### config.mk
export PLATFORM = sky130hd
export DESIGN_NAME = split_bus_arbiter
export DESIGN_NICKNAME = d
export VERILOG_FILES = /design/src/rtl/split_bus_arb_pkg.sv /design/src/rtl/arb_timeout_ctr.sv /design/src/rtl/split_bus_arbiter.sv
export SDC_FILE = /design/constraint.sdc
export NUM_CORES = 1
export LEC_CHECK = 0
export CAP_MARGIN = 20
export CORE_MARGIN = 1
export CORE_UTILIZATION = 49
export DETAILED_ROUTE_END_ITERATION = 8
export GPL_TIMING_DRIVEN = 1
export PLACE_DENSITY = 0.78
export SYNTH_ARGS = -nofsm -noshare
export SYNTH_HDL_FRONTEND = slang
export SYNTH_SLANG_ARGS = --single-unit
### constraint.sdc
create_clock -name clk -period 2 [get_ports clk]
set_input_delay 0.3 -clock clk [delete_from_list [all_inputs] [get_ports clk]]
set_output_delay 0.3 -clock clk [all_outputs]
set_load 0.1 [all_outputs]
### src/rtl/split_bus_arb_pkg.sv
// Shared definitions for the split-transaction bus arbiter.
//   arb_state_t : arbiter FSM states
//   INIT1_ID    : index/bus_sel value of initiator 1
//   INIT2_ID    : index/bus_sel value of initiator 2
package split_bus_arb_pkg;

    typedef enum logic [1:0] {
        IDLE,
        GRANT1,
        GRANT2,
        SPLIT_RET
    } arb_state_t;

    localparam logic INIT1_ID = 1'b0;
    localparam logic INIT2_ID = 1'b1;

endpackage

### src/rtl/arb_timeout_ctr.sv
// Ownership watchdog for the split bus arbiter.
// Counts enabled cycles and flags the terminal count.
//   clk, rst : clock, asynchronous active-high reset
//   clr      : synchronous clear (takes priority over en)
//   en       : count this cycle
//   tc       : high while enabled and the count equals TIMEOUT_CYCLES-1
module arb_timeout_ctr #(
    parameter int unsigned TIMEOUT_CYCLES = 1024
) (
    input  logic clk,
    input  logic rst,
    input  logic clr,
    input  logic en,
    output logic tc
);

    localparam int unsigned CW = (TIMEOUT_CYCLES > 1) ? $clog2(TIMEOUT_CYCLES) : 1;
    localparam logic [CW-1:0] LAST = CW'(TIMEOUT_CYCLES - 1);

    logic [CW-1:0] cnt;

    // Saturates at the terminal value so it can never wrap back to zero.
    always_ff @(posedge clk or posedge rst) begin
        if (rst) begin
            cnt <= '0;
        end else if (clr) begin
            cnt <= '0;
        end else if (en && (cnt != LAST)) begin
            cnt <= cnt + CW'(1);
        end
    end

    assign tc = en && (cnt == LAST);

endmodule

### src/rtl/split_bus_arbiter.sv
// Two-initiator arbiter for one shared serial bus segment with split support.
// Parks an initiator whose target issued a split acknowledgement and hands
// the bus to the split target when its read data is ready.
//   clk, rst      : clock, asynchronous active-high reset
//   req1, req2    : initiator bus requests (level)
//   trans_done    : pulse, current transaction completed
//   split_start   : pulse, target issued a split acknowledgement
//   split_ready   : level, split target has read data ready
//   grant1/grant2 : normal-transaction ownership by initiator 1/2
//   split_grant   : ownership by split target returning data
//   bus_sel       : mux select (0 = initiator 1, 1 = initiator 2), valid while busy
//   busy          : any grant active
//   split_pending : bit i = initiator i+1 parked awaiting split data
//   timeout_err   : one-cycle pulse on forced release
//   split_err     : one-cycle pulse when a second split is refused
module split_bus_arbiter
    import split_bus_arb_pkg::*;
#(
    parameter int unsigned TIMEOUT_CYCLES = 1024
) (
    input  logic       clk,
    input  logic       rst,
    input  logic       req1,
    input  logic       req2,
    input  logic       trans_done,
    input  logic       split_start,
    input  logic       split_ready,
    output logic       grant1,
    output logic       grant2,
    output logic       split_grant,
    output logic       bus_sel,
    output logic       busy,
    output logic [1:0] split_pending,
    output logic       timeout_err,
    output logic       split_err
);

    arb_state_t state;
    logic       last_id;
    logic       split_owner;
    logic       elig1;
    logic       elig2;
    logic       cur_id;
    logic       cur_req;
    logic       tmo_hit;
    logic       ctr_clr;
    logic       ctr_en;

    assign elig1   = req1 & ~split_pending[INIT1_ID];
    assign elig2   = req2 & ~split_pending[INIT2_ID];
    assign cur_id  = (state == GRANT2) ? INIT2_ID : INIT1_ID;
    assign cur_req = (state == GRANT2) ? req2 : req1;
    assign ctr_clr = (state == IDLE);
    assign ctr_en  = (state != IDLE);

    arb_timeout_ctr #(
        .TIMEOUT_CYCLES(TIMEOUT_CYCLES)
    ) u_timeout_ctr (
        .clk(clk),
        .rst(rst),
        .clr(ctr_clr),
        .en (ctr_en),
        .tc (tmo_hit)
    );

    always_ff @(posedge clk or posedge rst) begin
        if (rst) begin
            state         <= IDLE;
            last_id       <= INIT2_ID;
            split_owner   <= INIT1_ID;
            split_pending <= '0;
            grant1        <= 1'b0;
            grant2        <= 1'b0;
            split_grant   <= 1'b0;
            bus_sel       <= 1'b0;
            busy          <= 1'b0;
            timeout_err   <= 1'b0;
            split_err     <= 1'b0;
        end else begin
            timeout_err <= 1'b0;
            split_err   <= 1'b0;
            case (state)
                IDLE: begin
                    if (split_ready && (split_pending != '0)) begin
                        state       <= SPLIT_RET;
                        split_grant <= 1'b1;
                        busy        <= 1'b1;
                        bus_sel     <= split_owner;
                    end else if (elig1 && (!elig2 || (last_id == INIT2_ID))) begin
                        state   <= GRANT1;
                        grant1  <= 1'b1;
                        busy    <= 1'b1;
                        bus_sel <= INIT1_ID;
                    end else if (elig2) begin
                        state   <= GRANT2;
                        grant2  <= 1'b1;
                        busy    <= 1'b1;
                        bus_sel <= INIT2_ID;
                    end
                end

                GRANT1, GRANT2: begin
                    if (split_start || trans_done || !cur_req || tmo_hit) begin
                        state  <= IDLE;
                        grant1 <= 1'b0;
                        grant2 <= 1'b0;
                        busy   <= 1'b0;
                        if (split_start && (split_pending == '0)) begin
                            split_pending[cur_id] <= 1'b1;
                            split_owner           <= cur_id;
                        end else if (split_start || trans_done) begin
                            // A refused split completes like a normal transaction.
                            last_id   <= cur_id;
                            split_err <= split_start;
                        end else if (cur_req) begin
                            // No completion event and request still up: the watchdog fired.
                            timeout_err <= 1'b1;
                        end
                    end
                end

                SPLIT_RET: begin
                    if (trans_done || tmo_hit) begin
                        state                      <= IDLE;
                        split_grant                <= 1'b0;
                        busy                       <= 1'b0;
                        split_pending[split_owner] <= 1'b0;
                        timeout_err                <= !trans_done;
                    end
                end

                default: begin
                    state <= IDLE;
                end
            endcase
        end
    end

endmodule

# Word-level counts from Yosys, hierarchy flattened
# Cells that the tools add are included.
# totals
wordCells	116
reg_bits	23
# op_classes
n_reduce_logical	33
eq_ne	14
n_bitwise	8
mux	44
addsub	1
order_cmp	4
# ops
cell	count
1-bit 2-to-1 mux	25
10-bit 2-to-1 mux	2
2-bit 2-to-1 mux	8
2-bit inequality test, second input constant	6
4-bit AND reduction	3
2-bit nonzero test	6
10-bit by 1-bit adder with 10-bit output, second input constant	1
10-bit equality test, second input constant	1
10-bit inequality test, second input constant	1
3-bit AND reduction	3
1-bit case mux with 2 select lines	4
1-bit logical AND	7
2-bit case mux with 3 select lines	1
1-bit logical OR	5
5-bit AND reduction	1
2-bit equality test, second input constant	2
2-bit logical NOT	2
1-bit by 2-bit < comparator with 1-bit output, second input constant	2
2-bit by 1-bit inequality test with 1-bit output, second input constant	2
4-bit by 2-bit inequality test with 1-bit output, second input constant	1
2-bit case mux with 2 select lines	1
1-bit logical NOT	3
1-bit inverter	3
1-bit case mux with 3 select lines	1
10 further kinds	13

# Logic depth before layout (Yosys ltp)
# Gate-level depths: netlist of run 1.
# depth
depth_word	10
depth_mapped	8
ltp_nobuf	6

# Modules after synthesis
# A second synthesis of run 1 with hierarchy kept.
# hier_totals
hier_cells	146
area_unflattened_um2	1402.6
# modules_own_cells
mod	area_each_um2	n_inst	cells_each
split_bus_arbiter	838.3	1	87
arb_timeout_ctr	564.3	1	59

# Worst setup path before layout of run 1
# OpenSTA, ideal clock, no wires.
# synth_path
path_type	flip-flop to flip-flop
from	register split_pending[0]
to	register grant2
path_stages_with_launch	5
t_arrival_ns	2.024
setup_slack_ns	-0.144
setup_ns	0.120
period_less_slack_ns	2.144
path_buffers	0
cell_sequence	dfrtp_1 -> nor2b_1 -> a221o_1 -> a221o_1 -> a21o_1
# synth_between
elab_chain_cells	5
elab_cells_between_ends	8
# synth_rtl
item	line	source
from (decl)	split_bus_arbiter.sv:33	output logic [1:0] split_pending,
from (signal assigned)	split_bus_arbiter.sv:71	split_pending <= '0;
from (signal, indexed assignment)	split_bus_arbiter.sv:109	split_pending[cur_id] <= 1'b1;
from (signal, indexed assignment)	split_bus_arbiter.sv:127	split_pending[split_owner] <= 1'b0;
1-bit inverter	split_bus_arbiter.sv:49	assign elig1 = req1 & ~split_pending[INIT1_ID];
1-bit AND	split_bus_arbiter.sv:49	
1-bit logical AND	split_bus_arbiter.sv:89	end else if (elig1 && (!elig2 || (last_id == INIT2_ID))) begin
2-bit inequality test (no source line)	-	
5-bit AND reduction (no source line) (*)	-	
to (signal assigned)	split_bus_arbiter.sv:73	grant2 <= 1'b0;
to (signal assigned)	split_bus_arbiter.sv:96	grant2 <= 1'b1;
to (signal assigned)	split_bus_arbiter.sv:106	grant2 <= 1'b0;
to (decl)	split_bus_arbiter.sv:29	output logic grant2,
# Every way passes the cells marked *; elsewhere a longest branch is shown, timed or not.
# A chain may end at the register's enable or synchronous reset.

# Final worst setup path of run 1
# layout_path
from	register state[1]
to	register grant2
# layout_between
elab_chain_cells	7
elab_cells_between_ends	17
# layout_rtl
item	line	source
from (decl)	split_bus_arbiter.sv:38	arb_state_t state;
from (signal assigned)	split_bus_arbiter.sv:68	state <= IDLE;
from (signal assigned)	split_bus_arbiter.sv:85	state <= SPLIT_RET;
from (signal assigned)	split_bus_arbiter.sv:90	state <= GRANT1;
2-bit equality test	split_bus_arbiter.sv:52, split_bus_arbiter.sv:82	
1-bit 2-to-1 mux	split_bus_arbiter.sv:52	assign cur_req = (state == GRANT2) ? req2 : req1;
1-bit logical NOT	split_bus_arbiter.sv:103	if (split_start || trans_done || !cur_req || tmo_hit) begin
1-bit logical OR (2 in series)	split_bus_arbiter.sv:103	
2-bit inequality test (no source line)	-	
5-bit AND reduction (no source line)	-	
# Several ways; a longest one is shown, not always the timed one.

==> results of run 1 <==
-- worst max-delay path: stages (launching register included) --
cell and delay, ns:
dfrtp_1 0.42, inv_1 0.08, ha_1 0.19, nand3b_2 0.26
or3_4 0.36, a221o_1 0.36, a21o_1 0.18
-- layout make-up --
class	count	share of cell area (%)
multi-input cells	100	43.9
flip-flops and latches	23	36.5
repair buffers	26	13.2
inverters	10	2.36
well taps	30	2.36
clock buffers	4	1.65
-- cells in the mapped netlist, drive strengths merged (2+ instances only) --
| cell type | number |
|---|---|
| a211oi | 2 |
| a21oi | 7 |
| a221o | 2 |
| a22o | 5 |
| a22oi | 3 |
| and2 | 2 |
| buf | 2 |
| clkbuf | 2 |
| dfrtp | 22 |
| ha | 5 |
| inv | 10 |
| mux2 | 3 |
| mux2i | 3 |
| nand2 | 11 |
| nand2b | 2 |
| nand3 | 2 |
| nand3b | 2 |
| nor2 | 12 |
| nor2b | 2 |
| nor3 | 2 |
| nor4 | 2 |
| o2111ai | 2 |
| o21ai | 11 |
| o31ai | 3 |
| or2 | 2 |
| or3 | 3 |
| xor2 | 3 |
-- cells by family after synthesis --
kind of cell | share of synthesized area (%)
multiplexers | 4.85
adder cells (fa/ha/maj) | 4.75
XOR/XNOR | 2.00
AO/OA/AOI/OAI | 20.8
buffers and inverters | 4.18
AND/OR/NAND/NOR | 19.6
flip-flops | 43.8
-- layer usage --
layer / GRT usage [%] / routed length, um
met1: 28.8 / 1370
met2: 38.1 / 1430
met3: 2.82 / 51
met4: 7.46 / 14
met5: 0 / 0
-- worst max path at each step --
stage | slack (ns) | endpoint | depth (start not counted)
global route | -0.004 | u_timeout_ctr.cnt[6]$_DFFE_PP0P_ | 6
global placement | 0.08 | split_pending[1]$_DFFE_PP0P_ | 7
CTS | 0.01 | split_pending[0]$_DFFE_PP0P_ | 7
finish | 0.05 | grant2$_DFFE_PP0P_ | 6
floorplan | 0.03 | grant2$_DFFE_PP0P_ | 7
detailed placement | 0.03 | state[0]$_DFFE_PP0P_ | 6
-- metrics by stage --
| stage | hold WS (ns) | worst slack [ns] | instance area (um^2) |
|---|---|---|---|
| 2_1_floorplan | 0.301 | 0.0334 | 1320 |
| 3_3_place_gp | 0.470 | 0.0754 | 1550 |
| 3_5_place_dp | 0.472 | 0.0288 | 1550 |
| 4_1_cts | 0.269 | 0.0112 | 1580 |
| 5_1_grt | 0.303 | -0.00357 | 1590 |
| 6_report | 0.265 | 0.0533 | 1590 |
-- state kept, by name (all words and copies together) (netlist names) --
| register | count |
|---|---|
| split_err | 1 |
| split_grant | 1 |
| grant2 | 1 |
| last_id | 1 |
| grant1 | 1 |
| bus_sel | 1 |
| split_pending | 2 |
| busy | 1 |
| u_timeout_ctr.cnt | 10 |
| state | 2 |
| split_owner | 1 |
| timeout_err | 1 |
-- power by group --
part,total [mW],internal [mW],switching [mW]
Clock,0.216,0.0777,0.138
Combinational,1.52,0.482,1.04
Sequential,0.760,0.616,0.143
==> results.txt, run 1 <==
Status: finished, final reports clean
Maximum number of pins on one net before global-route repair: 18
Final setup viols: 0
Area used by multi-input combinational logic: 697 um^2
Syn-to-layout area delta: 20.6%
Peak ir drop on the vdd network: 1.06 mV
Total Die Area: 2900 um^2
CTS-repair resized insts: 0
Half-perimeter wire length after detailed placement: 2.20 mm
Sink count of the clock tree: 23
Detail Route Antenna Nets: 0
Headroom to the max-slew limit: 70.5%
Ratio of cells with drive above 1 in the final layout: 24.5%
#FFs+latches synth: 23
CTS buffer count: 3
Ratio of total power to cell area: 1570 nW/um^2
Max-slew violations: 0
Chip Height: 53.8 um
Maximum clock path buffer count: 2
End-of-flow core utilization: 63.5%
Hold buffers post-CTS: 0
Total number of vias: 1091
Starting DRC count in detailed routing: 29
Unrepaired setup endpoints after global routing: true
Number of antenna violations at the first check in global routing: 0
Number of cells in the design after placement: 189
Clock tree from TritonCTS: built
Number of global-route vias before repair: 1027
Total wire length: 2.86 mm
Cells after Synth: 137
Sum of negative setup slack: 0 ns
Non-Filler Instances: 193
Total number of nets in the final design: 176
Clock edge transition at the registers on the reported setup and hold paths: 0.13 ns
Setup clock skew after layout: 0.00669 ns
First-pass GRT wire length: 4.64 mm
Post-Synthesis Mean Instance Area: 9.61 um^2
Reg2Reg Setup Slack: 0.05 ns
Category of the most critical setup path: register to register
Cell at the root of the clock tree: clkbuf_4
Number of search-and-repair iterations in the first detailed-routing pass: 4
Critical path peak fanout: 5
Reg2reg end: grant2$_DFFE_PP0P_
Reg-to-reg startpoint: state[1]$_DFFE_PP0P_
Gr ovfl total: 0
Sum of internal, switching and leakage power: 2.50 mW
Max Freq: 514 MHz
Final hold vios: 0
Post-synthesis net count: 149
Gpl congestion: 0.894
Final period utilization: 97.3%
Row count: 18
Count of cells along the worst register-to-register path: 6
Cell accounting for the most synthesized area: dfrtp_1
Setup crit start kind: register
Endpoint class of the critical path: register
Maxcap violations: 0
Fraction of post-synthesis cell area in the top cell type by area: 41.8%
Setup fix buffers added after clock tree synthesis: 0
Most frequent cells in the layout: 20 x dfrtp_1, 20 x buf_4, 12 x nor2_1, 11 x nand2_1, 11 x o21ai_0
Clk Latency, worst-skew pair: 0.31 ns
Total DRC errors in the routed layout: 0
N_diodes: 0
Average wire length per cell after detail routing: 14.8 um
H-Tree Level Count: 1
Slew at the pin closest to its max-slew limit: 0.438 ns
Top post-synthesis cells by area: dfrtp_1 42%, ha_1 4.8%, o21ai_0 4.2%
Static leakage power: 0.724 nW
Fillcell total: 231
Seq/Total Area, Yosys: 43.8%
Async set or reset register ratio after synthesis: 100%
Ys flop type: dfrtp_1
Post-Syn Area: 1320 um^2
Starting utilization of the core area: 52.7%
Arrival time at the worst endpoint: 2.15 ns
Width of the die: 53.8 um
Register area: 579 um^2
Tot GR Track Use: 22.3%
Placeable core region: 2500 um^2
Number of ports placed on the die boundary: 16
Unique cell type count in the Yosys netlist: 41
Count of flip-flops with a built-in enable after synthesis: 0
Min Clock Period, post-route: 1.95 ns
IO Port Bufs: 15
Worst min path class: primary input to async pin
Crit path from: state[1]$_DFFE_PP0P_
Number of warnings issued by yosys: 0
Vias per std cell: 5.65
Data required time at the worst endpoint: 2.21 ns
No activity file was read; power rests on OpenSTA's default activity.
==> inputs of run 2 (changes only) <==
--- a/config.mk
+++ b/config.mk
@@ -14,3 +14,4 @@
 export SYNTH_ARGS = -nofsm -noshare
 export SYNTH_HDL_FRONTEND = slang
 export SYNTH_SLANG_ARGS = --single-unit
+export TNS_END_PERCENT = 50
==> results of run 2 <==
The final DEF is identical to that of run 1; final timing and power are the same.
